$ cat src/rtl/multicycle_controller_pkg.sv
// Shared constants for the multicycle MIPS control path: opcodes, ALU/func codes,
// control-bus encodings, FSM states and the opcode-class helper.
package multicycle_controller_pkg;

  localparam int unsigned OPCODE_W   = 6;
  localparam int unsigned FUNC_W     = 6;
  localparam int unsigned ALU_OP_W   = 3;
  localparam int unsigned ALU_CTRL_W = 2;
  localparam int unsigned STATE_W    = 4;
  localparam int unsigned CLS_W      = 3;

  // ALU operation codes produced by alu_controller
  localparam logic [ALU_OP_W-1:0] ALU_AND = 3'b000;
  localparam logic [ALU_OP_W-1:0] ALU_OR  = 3'b001;
  localparam logic [ALU_OP_W-1:0] ALU_ADD = 3'b010;
  localparam logic [ALU_OP_W-1:0] ALU_SUB = 3'b110;
  localparam logic [ALU_OP_W-1:0] ALU_SLT = 3'b111;

  localparam logic [FUNC_W-1:0] FUNC_ADD = 6'h20;
  localparam logic [FUNC_W-1:0] FUNC_SUB = 6'h22;
  localparam logic [FUNC_W-1:0] FUNC_AND = 6'h24;
  localparam logic [FUNC_W-1:0] FUNC_OR  = 6'h25;
  localparam logic [FUNC_W-1:0] FUNC_SLT = 6'h2a;

  localparam logic [OPCODE_W-1:0] OP_RTYPE = 6'b000000;
  localparam logic [OPCODE_W-1:0] OP_LW    = 6'b100011;
  localparam logic [OPCODE_W-1:0] OP_SW    = 6'b101011;
  localparam logic [OPCODE_W-1:0] OP_BEQ   = 6'b000100;
  localparam logic [OPCODE_W-1:0] OP_J     = 6'b000010;
  localparam logic [OPCODE_W-1:0] OP_ADDI  = 6'b001000;

  typedef enum logic [ALU_CTRL_W-1:0] {
    ALU_MTYPE = 2'b00,
    ALU_BTYPE = 2'b01,
    ALU_RTYPE = 2'b10,
    ALU_JTYPE = 2'b11
  } alu_ctrl_e;

  typedef enum logic [1:0] {
    SRCB_B      = 2'b00,
    SRCB_FOUR   = 2'b01,
    SRCB_IMM    = 2'b10,
    SRCB_IMM_SH = 2'b11
  } alu_src_b_e;

  typedef enum logic [1:0] {
    PCSRC_ALU    = 2'b00,
    PCSRC_ALUOUT = 2'b01,
    PCSRC_JUMP   = 2'b10
  } pc_src_e;

  typedef enum logic [STATE_W-1:0] {
    ST_IDLE     = 4'd0,
    ST_FETCH    = 4'd1,
    ST_DECODE   = 4'd2,
    ST_MEM_ADDR = 4'd3,
    ST_LW_READ  = 4'd4,
    ST_LW_WB    = 4'd5,
    ST_SW_WRITE = 4'd6,
    ST_R_EX     = 4'd7,
    ST_R_WB     = 4'd8,
    ST_I_EX     = 4'd9,
    ST_I_WB     = 4'd10,
    ST_BEQ      = 4'd11,
    ST_JMP      = 4'd12
  } state_e;

  // Opcode class latched in DECODE; CLS_NONE doubles as the reset value
  typedef enum logic [CLS_W-1:0] {
    CLS_NONE = 3'd0,
    CLS_R    = 3'd1,
    CLS_LW   = 3'd2,
    CLS_SW   = 3'd3,
    CLS_BEQ  = 3'd4,
    CLS_J    = 3'd5,
    CLS_ADDI = 3'd6
  } op_cls_e;

  typedef struct packed {
    logic       pc_write;
    logic       pc_write_cond;
    pc_src_e    pc_src;
    logic       i_or_d;
    logic       mem_read;
    logic       mem_write;
    logic       ir_write;
    logic       reg_dst;
    logic       mem_to_reg;
    logic       reg_write;
    logic       alu_src_a;
    alu_src_b_e alu_src_b;
    alu_ctrl_e  alu_ctrl;
    logic       illegal_op;
  } ctrl_t;

  function automatic op_cls_e decode_class(input logic [OPCODE_W-1:0] op);
    case (op)
      OP_RTYPE: return CLS_R;
      OP_LW:    return CLS_LW;
      OP_SW:    return CLS_SW;
      OP_BEQ:   return CLS_BEQ;
      OP_J:     return CLS_J;
      OP_ADDI:  return CLS_ADDI;
      default:  return CLS_NONE;
    endcase
  endfunction

endpackage

$ cat src/rtl/multicycle_controller_if.sv
// Control bus between the instruction register/memory side and the datapath.
// The controller is the master; the datapath (or bench) is the slave.
interface multicycle_controller_if;
  import multicycle_controller_pkg::*;

  logic [OPCODE_W-1:0]   opcode;
  logic                  mem_ready;
  logic                  pc_write;
  logic                  pc_write_cond;
  logic [1:0]            pc_src;
  logic                  i_or_d;
  logic                  mem_read;
  logic                  mem_write;
  logic                  ir_write;
  logic                  reg_dst;
  logic                  mem_to_reg;
  logic                  reg_write;
  logic                  alu_src_a;
  logic [1:0]            alu_src_b;
  logic [ALU_CTRL_W-1:0] alu_ctrl;
  logic                  illegal_op;
  logic [STATE_W-1:0]    state_dbg;

  modport master (
    input  opcode, mem_ready,
    output pc_write, pc_write_cond, pc_src, i_or_d, mem_read, mem_write,
           ir_write, reg_dst, mem_to_reg, reg_write, alu_src_a, alu_src_b,
           alu_ctrl, illegal_op, state_dbg
  );

  modport slave (
    output opcode, mem_ready,
    input  pc_write, pc_write_cond, pc_src, i_or_d, mem_read, mem_write,
           ir_write, reg_dst, mem_to_reg, reg_write, alu_src_a, alu_src_b,
           alu_ctrl, illegal_op, state_dbg
  );
endinterface

$ cat src/rtl/multicycle_controller.sv
// Main control FSM of the multicycle MIPS datapath: sequences one instruction over
// 3-5 cycles (plus memory wait states) and decodes every datapath control from state.
module multicycle_controller
  import multicycle_controller_pkg::*;
(
  input  logic                    clk,
  input  logic                    rst_n,
  multicycle_controller_if.master ctl
);

  state_e  state_q, state_d;
  op_cls_e cls_q, cls_d;
  ctrl_t   ctl_c;

  always_ff @(posedge clk or negedge rst_n) begin
    if (!rst_n) begin
      state_q <= ST_IDLE;
      cls_q   <= CLS_NONE;
    end else begin
      state_q <= state_d;
      cls_q   <= cls_d;
    end
  end

  // Next state; the opcode class is captured only in DECODE
  always_comb begin
    state_d = state_q;
    cls_d   = cls_q;
    case (state_q)
      ST_IDLE:     state_d = ST_FETCH;
      ST_FETCH:    if (ctl.mem_ready) state_d = ST_DECODE;
      ST_DECODE: begin
        cls_d = decode_class(ctl.opcode);
        case (cls_d)
          CLS_LW, CLS_SW: state_d = ST_MEM_ADDR;
          CLS_R:          state_d = ST_R_EX;
          CLS_ADDI:       state_d = ST_I_EX;
          CLS_BEQ:        state_d = ST_BEQ;
          CLS_J:          state_d = ST_JMP;
          default:        state_d = ST_FETCH;
        endcase
      end
      ST_MEM_ADDR: state_d = (cls_q == CLS_LW) ? ST_LW_READ : ST_SW_WRITE;
      ST_LW_READ:  if (ctl.mem_ready) state_d = ST_LW_WB;
      ST_LW_WB:    state_d = ST_FETCH;
      ST_SW_WRITE: if (ctl.mem_ready) state_d = ST_FETCH;
      ST_R_EX:     state_d = ST_R_WB;
      ST_R_WB:     state_d = ST_FETCH;
      ST_I_EX:     state_d = ST_I_WB;
      ST_I_WB:     state_d = ST_FETCH;
      ST_BEQ:      state_d = ST_FETCH;
      ST_JMP:      state_d = ST_FETCH;
      default:     state_d = ST_IDLE;
    endcase
  end

  // Moore output decode; only FETCH write enables and DECODE illegal_op see inputs
  always_comb begin
    ctl_c          = '0;
    ctl_c.alu_ctrl = ALU_JTYPE;
    case (state_q)
      ST_IDLE: ctl_c.alu_ctrl = ALU_MTYPE;
      ST_FETCH: begin
        ctl_c.mem_read  = 1'b1;
        ctl_c.alu_src_b = SRCB_FOUR;
        ctl_c.alu_ctrl  = ALU_MTYPE;
        ctl_c.pc_src    = PCSRC_ALU;
        ctl_c.ir_write  = ctl.mem_ready;
        ctl_c.pc_write  = ctl.mem_ready;
      end
      ST_DECODE: begin
        ctl_c.alu_src_b  = SRCB_IMM_SH;
        ctl_c.alu_ctrl   = ALU_MTYPE;
        ctl_c.illegal_op = (decode_class(ctl.opcode) == CLS_NONE);
      end
      ST_MEM_ADDR: begin
        ctl_c.alu_src_a = 1'b1;
        ctl_c.alu_src_b = SRCB_IMM;
        ctl_c.alu_ctrl  = ALU_MTYPE;
      end
      ST_LW_READ: begin
        ctl_c.mem_read = 1'b1;
        ctl_c.i_or_d   = 1'b1;
      end
      ST_LW_WB: begin
        ctl_c.reg_write  = 1'b1;
        ctl_c.mem_to_reg = 1'b1;
      end
      ST_SW_WRITE: begin
        ctl_c.mem_write = 1'b1;
        ctl_c.i_or_d    = 1'b1;
      end
      ST_R_EX: begin
        ctl_c.alu_src_a = 1'b1;
        ctl_c.alu_src_b = SRCB_B;
        ctl_c.alu_ctrl  = ALU_RTYPE;
      end
      ST_R_WB: begin
        ctl_c.reg_write = 1'b1;
        ctl_c.reg_dst   = 1'b1;
      end
      ST_I_EX: begin
        ctl_c.alu_src_a = 1'b1;
        ctl_c.alu_src_b = SRCB_IMM;
        ctl_c.alu_ctrl  = ALU_MTYPE;
      end
      ST_I_WB: ctl_c.reg_write = 1'b1;
      ST_BEQ: begin
        ctl_c.alu_src_a     = 1'b1;
        ctl_c.alu_src_b     = SRCB_B;
        ctl_c.alu_ctrl      = ALU_BTYPE;
        ctl_c.pc_write_cond = 1'b1;
        ctl_c.pc_src        = PCSRC_ALUOUT;
      end
      ST_JMP: begin
        ctl_c.pc_write = 1'b1;
        ctl_c.pc_src   = PCSRC_JUMP;
      end
      default: ctl_c.alu_ctrl = ALU_MTYPE;
    endcase
  end

  assign ctl.pc_write      = ctl_c.pc_write;
  assign ctl.pc_write_cond = ctl_c.pc_write_cond;
  assign ctl.pc_src        = ctl_c.pc_src;
  assign ctl.i_or_d        = ctl_c.i_or_d;
  assign ctl.mem_read      = ctl_c.mem_read;
  assign ctl.mem_write     = ctl_c.mem_write;
  assign ctl.ir_write      = ctl_c.ir_write;
  assign ctl.reg_dst       = ctl_c.reg_dst;
  assign ctl.mem_to_reg    = ctl_c.mem_to_reg;
  assign ctl.reg_write     = ctl_c.reg_write;
  assign ctl.alu_src_a     = ctl_c.alu_src_a;
  assign ctl.alu_src_b     = ctl_c.alu_src_b;
  assign ctl.alu_ctrl      = ctl_c.alu_ctrl;
  assign ctl.illegal_op    = ctl_c.illegal_op;
  assign ctl.state_dbg     = state_q;

endmodule

$ cat src/flat_wrapper.sv
// flat-port wrapper written by rule: the top's interface ports become plain ports
module multicycle_controller_flat import multicycle_controller_pkg::*;
  (clk, rst_n, ctl_opcode, ctl_mem_ready, ctl_pc_write, ctl_pc_write_cond, ctl_pc_src, ctl_i_or_d, ctl_mem_read, ctl_mem_write, ctl_ir_write, ctl_reg_dst, ctl_mem_to_reg, ctl_reg_write, ctl_alu_src_a, ctl_alu_src_b, ctl_alu_ctrl, ctl_illegal_op, ctl_state_dbg);
  multicycle_controller_if ctl_i ();
  input  logic clk;
  input  logic rst_n;
  input wire logic [$bits(ctl_i.opcode)-1:0] ctl_opcode;
  input wire logic [$bits(ctl_i.mem_ready)-1:0] ctl_mem_ready;
  output wire logic [$bits(ctl_i.pc_write)-1:0] ctl_pc_write;
  output wire logic [$bits(ctl_i.pc_write_cond)-1:0] ctl_pc_write_cond;
  output wire logic [$bits(ctl_i.pc_src)-1:0] ctl_pc_src;
  output wire logic [$bits(ctl_i.i_or_d)-1:0] ctl_i_or_d;
  output wire logic [$bits(ctl_i.mem_read)-1:0] ctl_mem_read;
  output wire logic [$bits(ctl_i.mem_write)-1:0] ctl_mem_write;
  output wire logic [$bits(ctl_i.ir_write)-1:0] ctl_ir_write;
  output wire logic [$bits(ctl_i.reg_dst)-1:0] ctl_reg_dst;
  output wire logic [$bits(ctl_i.mem_to_reg)-1:0] ctl_mem_to_reg;
  output wire logic [$bits(ctl_i.reg_write)-1:0] ctl_reg_write;
  output wire logic [$bits(ctl_i.alu_src_a)-1:0] ctl_alu_src_a;
  output wire logic [$bits(ctl_i.alu_src_b)-1:0] ctl_alu_src_b;
  output wire logic [$bits(ctl_i.alu_ctrl)-1:0] ctl_alu_ctrl;
  output wire logic [$bits(ctl_i.illegal_op)-1:0] ctl_illegal_op;
  output wire logic [$bits(ctl_i.state_dbg)-1:0] ctl_state_dbg;
  assign ctl_i.opcode = ctl_opcode;
  assign ctl_i.mem_ready = ctl_mem_ready;
  assign ctl_pc_write = ctl_i.pc_write;
  assign ctl_pc_write_cond = ctl_i.pc_write_cond;
  assign ctl_pc_src = ctl_i.pc_src;
  assign ctl_i_or_d = ctl_i.i_or_d;
  assign ctl_mem_read = ctl_i.mem_read;
  assign ctl_mem_write = ctl_i.mem_write;
  assign ctl_ir_write = ctl_i.ir_write;
  assign ctl_reg_dst = ctl_i.reg_dst;
  assign ctl_mem_to_reg = ctl_i.mem_to_reg;
  assign ctl_reg_write = ctl_i.reg_write;
  assign ctl_alu_src_a = ctl_i.alu_src_a;
  assign ctl_alu_src_b = ctl_i.alu_src_b;
  assign ctl_alu_ctrl = ctl_i.alu_ctrl;
  assign ctl_illegal_op = ctl_i.illegal_op;
  assign ctl_state_dbg = ctl_i.state_dbg;
  multicycle_controller u_core (.clk(clk), .rst_n(rst_n), .ctl(ctl_i));
endmodule
$ cat config.mk
export PLATFORM = sky130hd
export DESIGN_NAME = multicycle_controller_flat
export DESIGN_NICKNAME = d
export VERILOG_FILES = /design/src/rtl/multicycle_controller_pkg.sv /design/src/rtl/multicycle_controller_if.sv /design/src/rtl/multicycle_controller.sv /design/src/flat_wrapper.sv
export SDC_FILE = /design/constraint.sdc
export NUM_CORES = 1
export LEC_CHECK = 0
export CAP_MARGIN = 5
export CORE_UTILIZATION = 40
export CTS_CLUSTER_DIAMETER = 80
export CTS_CLUSTER_SIZE = 20
export DETAILED_ROUTE_END_ITERATION = 10
export GPL_ROUTABILITY_DRIVEN = 0
export PLACE_DENSITY = 0.87
export SLEW_MARGIN = 20
export SYNTH_ARGS = -nofsm -noshare
export SYNTH_HDL_FRONTEND = slang
export SYNTH_SLANG_ARGS = --single-unit
$ cat constraint.sdc
create_clock -name clk -period 2.7 [get_ports clk]
set_input_delay 0.54 -clock clk [delete_from_list [all_inputs] [get_ports clk]]
set_output_delay 0.54 -clock clk [all_outputs]
set_load 0.005 [all_outputs]
==> impl_results.md <==
* Final setup viols at 0
* First-pass GRT wire length at 2890 µm
* Critical path endpoint category: output pin
* Iteration-0 DRC Markers at 25
* Initial antenna violation count at 0
* TritonCTS Buffers at 3
* RR Endpoint: u_core.cls_q[2]
* Clock-pin transition on the worst setup and hold timing paths at 0.05 ns
* Fmax at 382 MHz
* Slew headroom at 69.4%
* Max_cap viols at 0
* Die ar. at 1880 µm²
* Final Cycle Share at 97.0%
* Filler Cell Count at 129
* Slowest cell delay on critical path at 0.45 ns
* Syn Std Cell Area at 686 µm²
* Critical hold path startpoint: u_core.cls_q[0]
* Largest net degree at the start of global routing at 19
* GRT Overall Usage at 20.5%
* CP arrival at 2.08 ns
* Worst vdd ir at 0.418 mV
* Crit Reg-Reg Startpoint: u_core.ctl.state_dbg[2]
* Setup_tns at 0 ns
* Via density at 5.64
* Core Box Area at 1560 µm²
* P per Cell Area at 907 nW/µm²
* Most numerous cell on the critical path: clkdlybuf4s50_1
* CTS root buffer: clkbuf_4
* Sequential share of the synthesized area at 25.5%
* Prevailing post-synth register cell: dfrtp_1
* Starting Density at 44.0%
* Top Ports at 30
* Number of port buffers at 29
* Power Total at 0.938 mW
* RSZ-0062 raised after global routing: no
* Die Wd at 43.4 µm
* Total gr overflow at 0
* Die Y at 43.4 µm
* H-tree Lvls at 1
* Final hold vios at 0
* Drt wl/cell at 12.8 µm
* Setup Skew at 0.00701 ns
* Mean Syn Cell Area at 7.45 µm²
* Max Slew Vio Count at 0
* Crit-path max FO at 2
* Number of synthesized flops with an enable pin at 0
* Final core utilization at 66.3%
* Lkg Pwr at 0.444 nW
* Min cycle time layout at 2.62 ns
* CP required at 2.16 ns
* FF+latch count, synth at 7
* Worst Tran Pin Value at 0.455 ns
* Yosys cell types at 37
* Drt first pass iters at 7
* Cells after Synth at 92
* Setup Crit Path Kind: in -> out
* R2R depth at 3
* DRT Wirelength at 1770 µm
* Reg2Reg Setup Slack at 1.01 ns
* Clock buffer depth at 2
* Tightest Hold Check Type: reg -> reg
* Synth async-reset ratio at 100%
* FP Rows at 14
* CP Launch Type: primary input
* Crit. Startpoint: ctl_opcode[2]
* Vias in the first global route at 639
* Via count at 784
* Status: finished, violations left
* Yosys Warn Count at 0
* Diode count at 0
* Area delta synth->final at 50.7%
* Share of layout cells above drive strength 1 at 16.3%
* Crit path cell chain: clkdlybuf4s50_1 -> maj3_1 -> o22ai_2 -> a21oi_1 -> clkdlybuf4s50_1
* Failing checks: DRC
* CP endpoint: ctl_illegal_op
* WHS at 0.481 ns
* Nets at 133
* Mapped Nets at 101
* Worst skew pair latency at 0.25 ns
* CTS tree: done
* Slowest cell on the critical path: clkdlybuf4s50_1
* Final ANT Viol Nets at 0
* DRC at 4
* Clock Sink Count at 7
* DP HPWL at 1400 µm
==> stage by stage <==
| step | instances | area, µm² | setup WS [ns] |
|---|---|---|---|
| final | 139 | 1030 | 0.0804 |
| after global routing | 139 | 1030 | 0.0308 |
| after CTS | 139 | 1030 | 0.0358 |
| after detailed placement | 135 | 1000 | 0.0692 |
| after global placement | 135 | 1000 | 0.146 |
| after floorplan | 92 | 686 | 0.921 |
==> cell families after synthesis <==
logic type | after synthesis | synth area share [%]
AO/OA/AOI/OAI | 23 | 21.5
flip-flops | 7 | 25.5
XOR/XNOR | 3 | 3.83
AND/OR/NAND/NOR | 45 | 37.4
buffers and inverters | 12 | 8.58
adder cells (fa/ha/maj) | 1 | 1.46
multiplexers | 1 | 1.64
==> cell usage in the layout (no fill, tap or decap), types with 2 or more instances in the layout <==
master / n
buf_4: 7
nor3_1: 6
o21ai_0: 4
a21oi_1: 7
nand2b_1: 4
inv_1: 3
or2_2: 3
clkbuf_4: 3
xnor2_1: 2
nor2_1: 8
a21boi_0: 2
nor4_1: 4
o21ai_2: 2
and3_1: 2
dfrtp_1: 7
nand2_1: 7
clkdlybuf4s50_1: 29
a21o_1: 3
==> flip-flops by register name, summed over array words and instances (netlist names) <==
name and flops:
u_core.cls_q 3, u_core.ctl.state_dbg 4
==> routing by layer <==
layer  routed length, µm  up-vias  track usage, %
li1                    -      392               -
met4                   9        0            5.63
met5                   0        -               0
met3                 116        2            5.42
met2                 883       35            31.5
met1                 764      355            28.5
==> cell type report <==
class,count,area [µm²],area share (%)
Multi-Input combinational cell,73,458,44.3
Timing Repair Buffer,36,343,33.2
Sequential cell,7,175,16.9
Clock buffer,4,26.3,2.54
Tap cell,16,20.0,1.94
Inverter,3,11.3,1.09
==> power breakdown <==
part	internal, mW	switching (mW)
logic	0.370	0.282
clock network	0.0563	0.0368
registers	0.147	0.0462
total	0.573	0.365
==> synth_stat cells, types with 2 or more instances <==
cell type | count | share of area, %
nor2_1 | 8 | 4.4
a21oi_1 | 7 | 5.1
dfrtp_1 | 7 | 26
nand2_1 | 7 | 3.8
nor3_1 | 6 | 4.4
clkbuf_1 | 5 | 2.7
nand2b_1 | 4 | 3.6
nor4_1 | 4 | 3.6
o21ai_0 | 4 | 2.9
a21o_1 | 3 | 3.3
inv_1 | 3 | 1.6
or2_2 | 3 | 2.7
a21boi_0 | 2 | 2.2
and3_1 | 2 | 1.8
buf_2 | 2 | 1.5
o21ai_2 | 2 | 2.6
o22ai_1 | 2 | 1.8
xnor2_1 | 2 | 2.6
==> worst min-delay path by stage <==
stage,slack [ns],end,cells past startpoint
after floorplan,0.24,u_core.cls_q[0],0
after global placement,0.46,u_core.cls_q[2],1
after detailed placement,0.48,u_core.cls_q[0],2
after CTS,0.49,u_core.cls_q[0],2
after global routing,0.50,u_core.cls_q[0],2
final,0.48,u_core.cls_q[0],2
==> timing repair <==
action	in CTS	in global routing
buffers inserted	0	0
hold buffers	0	0
setup endpoints to repair	0	1
gates resized for setup	0	1
==> critical path, delay by kind of cell <==
family / cells / cell delay (ns)
buffers and inverters: 2 / 0.89
adder cells (fa/ha/maj): 1 / 0.40
AO/OA/AOI/OAI: 2 / 0.25
Note: power is estimated with default switching activity, not from simulation.
